## config.mk

```make
export PLATFORM = sky130hd
export DESIGN_NAME = axis_write_packer
export DESIGN_NICKNAME = d
export VERILOG_FILES = /design/src/rtl/axis_write_packer.sv
export SDC_FILE = /design/constraint.sdc
export NUM_CORES = 1
export LEC_CHECK = 0
export CORE_MARGIN = 4
export CORE_UTILIZATION = 30
export CTS_CLUSTER_DIAMETER = 150
export DETAILED_ROUTE_END_ITERATION = 7
export GPL_TIMING_DRIVEN = 0
export PLACE_DENSITY_LB_ADDON = 0.25
export SETUP_SLACK_MARGIN = 0.1
export SLEW_MARGIN = 20
export SYNTH_ARGS = -nofsm -noshare
export SYNTH_HDL_FRONTEND = slang
export SYNTH_SLANG_ARGS = --single-unit
export TNS_END_PERCENT = 5
```

## constraint.sdc

```tcl
create_clock -name clk -period 7.3 [get_ports clk]
set_clock_uncertainty 0.15 [all_clocks]
set_input_delay 1.095 -clock clk [delete_from_list [all_inputs] [get_ports clk]]
set_output_delay 1.095 -clock clk [all_outputs]
set_load 0.005 [all_outputs]
```

## src/rtl/axis_write_packer.sv

```systemverilog
// rtl/axis_write_packer.sv - packs stream words into AXI W beats with strobes, bursts and a command queue
module axis_write_packer #(
  parameter int BUF_AWIDTH     = 4,
  parameter int CFG_DWIDTH     = 32,
  parameter int CFG_QAWIDTH    = 2,
  parameter int AXI_LEN_WIDTH  = 4,
  parameter int AXI_DATA_WIDTH = 64,
  parameter int DATA_WIDTH     = 32
) (
  input  logic                        clk,
  input  logic                        rst,
  input  logic [CFG_DWIDTH-1:0]       cfg_length,
  input  logic                        cfg_val,
  output logic                        cfg_rdy,
  output logic [AXI_DATA_WIDTH-1:0]   axi_wdata,
  output logic [AXI_DATA_WIDTH/8-1:0] axi_wstrb,
  output logic                        axi_wlast,
  output logic                        axi_wvalid,
  input  logic                        axi_wready,
  input  logic [DATA_WIDTH-1:0]       data,
  input  logic                        valid,
  output logic                        ready,
  output logic                        busy
);
  localparam int RATIO  = AXI_DATA_WIDTH / DATA_WIDTH;
  localparam int LANE_W = (RATIO > 1) ? $clog2(RATIO) : 1;
  localparam int STRB_W = AXI_DATA_WIDTH / 8;
  localparam int WBYTES = DATA_WIDTH / 8;
  localparam int ENT_W  = AXI_DATA_WIDTH + STRB_W + 1;
  localparam logic [CFG_QAWIDTH:0] Q_FULL   = (CFG_QAWIDTH+1)'(1 << CFG_QAWIDTH);
  localparam logic [BUF_AWIDTH:0]  F_FULL   = (BUF_AWIDTH+1)'(1 << BUF_AWIDTH);
  localparam logic [LANE_W-1:0]    LANE_MAX = LANE_W'(RATIO - 1);
  localparam logic [0:0] S_IDLE   = 1'b0;
  localparam logic [0:0] S_ACTIVE = 1'b1;

  logic [CFG_DWIDTH-1:0]     q_mem [1 << CFG_QAWIDTH];
  logic [CFG_QAWIDTH-1:0]    q_wr, q_rd;
  logic [CFG_QAWIDTH:0]      q_cnt;
  logic                      q_push, q_pop;
  logic [CFG_DWIDTH-1:0]     q_head;

  logic [ENT_W-1:0]          f_mem [1 << BUF_AWIDTH];
  logic [BUF_AWIDTH-1:0]     f_wr, f_rd;
  logic [BUF_AWIDTH:0]       f_cnt;
  logic                      f_full, f_pop;
  logic [ENT_W-1:0]          f_head;

  logic [0:0]                state;
  logic [CFG_DWIDTH-1:0]     remaining;
  logic [LANE_W-1:0]         lane;
  logic [AXI_LEN_WIDTH-1:0]  bcnt;
  logic [AXI_DATA_WIDTH-1:0] pack, merged;
  logic [STRB_W-1:0]         strb;
  logic                      acc, last_word, beat_push, push_last;

  assign q_head  = q_mem[q_rd];
  assign cfg_rdy = !rst && (q_cnt != Q_FULL);
  assign q_push  = cfg_val && cfg_rdy;
  assign q_pop   = (state == S_IDLE) && (q_cnt != '0);

  assign f_full     = (f_cnt == F_FULL);
  assign axi_wvalid = (f_cnt != '0);
  assign f_pop      = axi_wvalid && axi_wready;
  assign f_head     = f_mem[f_rd];
  // Gate the head so an empty FIFO shows zeros rather than stale memory.
  assign axi_wdata  = axi_wvalid ? f_head[ENT_W-1 -: AXI_DATA_WIDTH] : '0;
  assign axi_wstrb  = axi_wvalid ? f_head[STRB_W:1] : '0;
  assign axi_wlast  = axi_wvalid && f_head[0];

  assign ready     = (state == S_ACTIVE) && !f_full;
  assign acc       = valid && ready;
  assign last_word = (remaining == CFG_DWIDTH'(1));
  assign beat_push = acc && ((lane == LANE_MAX) || last_word);
  assign push_last = (bcnt == '1) || last_word;
  assign busy      = (q_cnt != '0) || (state == S_ACTIVE) || (f_cnt != '0);

  // Lanes above the current one are still zero in pack, so strobes follow lane.
  always_comb begin
    merged = pack;
    strb   = '0;
    for (int i = 0; i < RATIO; i++) begin
      if (LANE_W'(i) == lane) merged[i*DATA_WIDTH +: DATA_WIDTH] = data;
      if (LANE_W'(i) <= lane) strb[i*WBYTES +: WBYTES] = '1;
    end
  end

  always_ff @(posedge clk) begin
    if (q_push) q_mem[q_wr] <= cfg_length;
    if (beat_push) f_mem[f_wr] <= {merged, strb, push_last};
  end

  always_ff @(posedge clk) begin
    if (rst) begin
      q_wr  <= '0;
      q_rd  <= '0;
      q_cnt <= '0;
      f_wr  <= '0;
      f_rd  <= '0;
      f_cnt <= '0;
    end else begin
      if (q_push) q_wr <= q_wr + CFG_QAWIDTH'(1);
      if (q_pop)  q_rd <= q_rd + CFG_QAWIDTH'(1);
      case ({q_push, q_pop})
        2'b10:   q_cnt <= q_cnt + (CFG_QAWIDTH+1)'(1);
        2'b01:   q_cnt <= q_cnt - (CFG_QAWIDTH+1)'(1);
        default: q_cnt <= q_cnt;
      endcase
      if (beat_push) f_wr <= f_wr + BUF_AWIDTH'(1);
      if (f_pop)     f_rd <= f_rd + BUF_AWIDTH'(1);
      case ({beat_push, f_pop})
        2'b10:   f_cnt <= f_cnt + (BUF_AWIDTH+1)'(1);
        2'b01:   f_cnt <= f_cnt - (BUF_AWIDTH+1)'(1);
        default: f_cnt <= f_cnt;
      endcase
    end
  end

  always_ff @(posedge clk) begin
    if (rst) begin
      state     <= S_IDLE;
      remaining <= '0;
      lane      <= '0;
      bcnt      <= '0;
      pack      <= '0;
    end else begin
      case (state)
        S_IDLE: begin
          // Zero-length commands are popped here and never leave IDLE.
          if (q_pop && (q_head != '0)) begin
            state     <= S_ACTIVE;
            remaining <= q_head;
            lane      <= '0;
            bcnt      <= '0;
            pack      <= '0;
          end
        end
        default: begin
          if (acc) begin
            remaining <= remaining - CFG_DWIDTH'(1);
            if (beat_push) begin
              pack <= '0;
              lane <= '0;
              bcnt <= bcnt + AXI_LEN_WIDTH'(1);
            end else begin
              pack <= merged;
              lane <= lane + LANE_W'(1);
            end
            if (last_word) state <= S_IDLE;
          end
        end
      endcase
    end
  end
endmodule

```

== After elaboration in Yosys (flattened, before gate mapping) ==
Memory sizes are Yosys's and may differ from the RTL's. A register that Yosys moved wholly into a read port is not among the register bits.
Index checks and enable logic that the tools add are counted.
Widths: inputs -> output; s select.
Word-level totals
  flip-flop bits (word level): 122
  bits in latches: 0
  RAM bits: 1296
  bits in read-only memories: 0
  bits of input ports: 69
  output and inout port bits: 77
  word-level logic and storage cells: 95
  memories kept: 2
Cells by class
  $add $sub $neg: 11
  $mul: 0
  divide/modulo/power cells: 0
  magnitude comparators: 2
  equality and inequality tests: 10
  shift-type cells: 0
  mux-type cells: 35
  bitwise logic cells: 1
  reductions and logical operators: 23
Memory list
  f_mem: depth 16, width 73, read ports 1, clocked after Yosys merged registers in 1, wr ports 1, RTL line 42  | logic [ENT_W-1:0] f_mem [1 << BUF_AWIDTH];
  q_mem: depth 4, width 32, read ports 1, clocked after Yosys merged registers in 1, wr ports 1, RTL line 36  | logic [CFG_DWIDTH-1:0] q_mem [1 << CFG_QAWIDTH];
Operators by type and width (number)
  $mux 64: 5
  $mux 32: 5
  $eq 32x1->1 const B: 1
  $mux 4: 8
  $reduce_bool 32->1: 1
  $sub 32x1->32 const B: 1
  $add 4x1->4 const B: 3
  $mux 1: 12
  $pmux 5 s2: 1
  $logic_and 1x1->1: 9
  $mux 8: 1
  $pmux 3 s2: 1
  $reduce_bool 2->1: 3
  $add 5x1->5 const B: 1
  $eq 5x5->1 const B: 1
  $reduce_bool 5->1: 1
  $sub 5x1->5 const B: 1
  $add 2x1->2 const B: 2
  $eq 2x1->1 const B: 2
  $eq 2x2->1 const B: 2
  $eq 4x4->1 const B: 1
  $logic_or 1x1->1: 4
  $mux 2: 2
  $ne 2x1->1 const B: 2
  10 further kinds: 12

== Longest topological paths before layout ==
  word-level depth: 8
  mapped depth: 16

== Least setup slack after synthesis ==
OpenSTA, ideal clock, no wires.
  path type: reg-to-reg
  start point: reg remaining[7]
  end point: mem f_mem[3][0] (netlist name), enable pin
  arrival time: 6.582 ns
  data required time: 6.579 ns
  setup slack: -0.003 ns
  stages on the path, launching flop included: 9
  clock period less this slack: 7.303 ns
  cell sequence: dfxtp_1 -> or4_1 -> clkbuf_1 -> nor4_4 -> nand4_2 -> a21oi_2 -> buf_4 -> nand2_1 -> nor3_1
On the way
  longest elaborated chain between the ends: 5
Ends and longest elaborated chain
  start, declared: RTL line 49  | logic [CFG_DWIDTH-1:0] remaining;
  start signal, assigned: RTL line 131  | remaining <= q_head;
  start signal, assigned: RTL line 139  | remaining <= remaining - CFG_DWIDTH'(1);
  $eq 32x1->1: RTL line 72  | assign last_word = (remaining == CFG_DWIDTH'(1));
  $logic_or 1x1->1: RTL line 73  | assign beat_push = acc && ((lane == LANE_MAX) || last_word);
  $logic_and 1x1->1: RTL line 73
  $mux 1: RTL line 89  | if (beat_push) f_mem[f_wr] <= {merged, strb, push_last};
  $mux 1 (not written as such): RTL line 89
  end, declared: RTL line 42
No other way between the ends.

==> reports/qor.yml <==
synth_top_family_by_area: "multiplexers"
nets: 2897
htree_levels: 4
syn_area_um2: 50900
cts.reportedPaths.clkPinSlew_ps: 60
grt_pass1_vias: 27004
rsz0062_at_grt: "no"
synthSimpleGateAreaFrac: 0.0290
status: "finished clean"
synth_xor_area_frac: 0.00292
num-fill-cells: 15207
layoutNonFillerInstCount: 5129
synth_nets: 2500
ys_seq_area_frac: 0.748
synthAdderAreaFrac: 0.00457
drcViolationCount: 0
relSlewSlack: 0.229
path_cells: "clkbuf_1 > clkbuf_1 > buf_1 > mux4_2 > mux4_2 > and2_1 > buf_4 > clkdlybuf4s50_1"
synthMuxAreaShare: 0.177
io_buffers: 145
setup_tns_ps: 0
gp_congestion: 0.835
synthFlopType: "edfxtp_1"
hold_viol: 0
rows: 150
layout_min_cycle_time_ps: 6110
required_ps: 6050
postSynth.asyncResetShare: 0
ctsLongestPathBuffers: 3
postCtsSetupBuffers: 0
insertion_delay_ps: 770
num_vias: 25844
synth.avg_cell_area_um2: 21.1
die_area_um2: 176000
synth_edf_count: 1184
firstDrtPassIters: 5
final.period_utilization: 0.838
ys_types: 51
drt_iter0_drc: 2172
gr-total-overflow: 0
track_usage: 0.155
wl_per_cell_um: 26.7
maxClockFrequency_mhz: 164
worstPathArrival_ps: 4870
cts_inserted_buffers: 138
io_pins: 146
ys_warn_count: 0
critical_path.max_stage_delay_ps: 810
areaGrowthSynthToFinish_pct: 21.3
dp_cells: 4873
ir_drop_mv: 0.242
endpoint_kind: "output port"
power_density_nw_per_um2: 283
path_class: "reg2out"
synthCells: 2413
core_area_um2: 168000
tightestPinTransition_ps: 1160
clkSinkCount: 1312
slowest_stage: "buf_1"
root_buffer: "clkbuf_16"
start_kind: "register"
setup_viol: 0
cpLargestDelayFamily: "buffers and inverters"
ant_nets: 0
ys_seq_elements: 1312
drive_gt1_frac: 0.278
leakage_uw: 0.0192
path_max_fanout: 10
initial_core_util: 0.303
maxSlewViolCount: 0
grt_max_degree: 26
hp-class: "reg2reg"
dp_hpwl_mm: 93.5
die_h_um: 420
path_buf_inv: 5
synth_compound_area_frac: 0.0244
max_cap_violations: 0
cts_hold_buf: 0
die_x_um: 420
drt_wl_total_mm: 137
viasPerCell: 5.04
antenna_found_initial: 5
cts_resized: 0
cts_tree: "yes"
grt_pass1_wl_mm: 196
-- through the flow --
| step | worst slack (ps) | cell area [um^2] | hold WS [ps] | utilization | power, uW |
|---|---|---|---|---|---|
| 5_1_grt | 889 | 61800 | 333 | 0.368 | 18200 |
| 3_3_place_gp | -7230 | 55200 | 301 | 0.328 | 10700 |
| 4_1_cts | 974 | 61800 | 319 | 0.368 | 17700 |
| 3_5_place_dp | 1820 | 57300 | 301 | 0.341 | 10800 |
| 2_1_floorplan | 27.8 | 50900 | 287 | - | 10100 |
| 6_report | 1190 | 61800 | 320 | 0.368 | 17500 |
-- synth_stat cells (11+ instances only) --
| cell | number | share of area |
|---|---|---|
| nand3_1 | 13 | 0.0013 |
| dfxtp_1 | 128 | 0.050 |
| inv_1 | 15 | 0.0011 |
| xor2_1 | 13 | 0.0022 |
| nand2_1 | 51 | 0.0038 |
| ha_1 | 17 | 0.0042 |
| buf_2 | 14 | 0.0014 |
| a21oi_1 | 39 | 0.0038 |
| and2_1 | 72 | 0.0088 |
| mux4_2 | 362 | 0.16 |
| nor3_1 | 30 | 0.0029 |
| clkbuf_1 | 84 | 0.0062 |
| mux2_2 | 64 | 0.014 |
| or3_1 | 11 | 0.0014 |
| edfxtp_1 | 1184 | 0.70 |
| a22o_1 | 64 | 0.011 |
| nor4_1 | 14 | 0.0017 |
| o21ai_0 | 23 | 0.0023 |
| mux2i_1 | 16 | 0.0031 |
| nor2_1 | 66 | 0.0049 |
| buf_1 | 35 | 0.0026 |
-- worst register-to-register path, cell delays in order, from the launching register on --
cell	delay, ps
dfxtp_1	380
or4_1	540
clkbuf_1	200
nor4_4	550
nand4_2	290
a21oi_2	300
buf_4	210
nand2_1	220
nor3_2	430
buf_4	270
buf_4	220
buf_6	170
buf_4	200
buf_4	200
-- metal layers --
metal	vias up	routed length, um	GRT usage
li1	10873	-	-
met1	13861	55900	0.201
met2	904	70200	0.269
met3	206	7660	0.0262
met4	0	3010	0.0421
met5	-	0	0
-- power by group --
group	leakage [uW]	total, uW	internal (uW)	switching, uW
clock	0.00214	6820	3830	2990
combinational	0.00521	2070	754	1320
sequential	0.0118	8610	8480	126
-- placed cells by master, fill, tap and decap left out, types with 38 or more instances in the layout --
cell type / n
nand2_1: 51
mux2_2: 64
dfxtp_1: 128
and2_1: 72
mux4_2: 362
nor2_1: 54
clkbuf_1: 109
edfxtp_1: 1184
clkbuf_16: 139
a21oi_1: 39
buf_4: 38
a22o_1: 64
buf_16: 40
clkdlybuf4s50_1: 145
-- registers in the layout, indices dropped and copies added (netlist names), named ones only --
name	cells
q_wr	2
f_wr	4
f_cnt	5
lane	1
f_rd	4
f_mem	1056
q_rd	2
q_cnt	3
q_mem	128
remaining	32
bcnt	4
pack	64
state	1
-- path summary, 6_finish.rpt --
path                            slack, ps  depth (start not counted)           end         start
worst min-delay path                  320                          1      pack[47]      pack[47]
worst min register to register        320                          1      pack[47]      pack[47]
worst max register to register       2680                         13  f_mem[1][50]  remaining[7]
worst max-delay path                 1190                          8  axi_wstrb[6]      register
-- final cells by class --
class | instances | area [um^2] | share of cell area
flip-flops and latches | 1312 | 38100 | 0.617
multi-input cells | 939 | 12300 | 0.198
clock buffers | 179 | 3670 | 0.0594
repair buffers | 257 | 3500 | 0.0566
well taps | 2204 | 2760 | 0.0446
clock inverters | 74 | 782 | 0.0127
plain buffers | 146 | 663 | 0.0107
inverters | 16 | 60.1 | 0.000972
diodes | 2 | 5.00 | 0.0000810
-- kinds of logic (layout without fill, tap and decap cells) --
| logic type | after synthesis | after routing |
|---|---|---|
| other | 0 | 2 |
| adders and majority gates | 18 | 18 |
| muxes | 442 | 442 |
| xor gates and xnor gates | 17 | 17 |
| and+or+nand+nor | 286 | 286 |
| buffers and inverters | 162 | 672 |
| DFF | 1312 | 1312 |
| AOI/OAI and AO/OA | 176 | 176 |
Power figures use the tool's default switching activity.
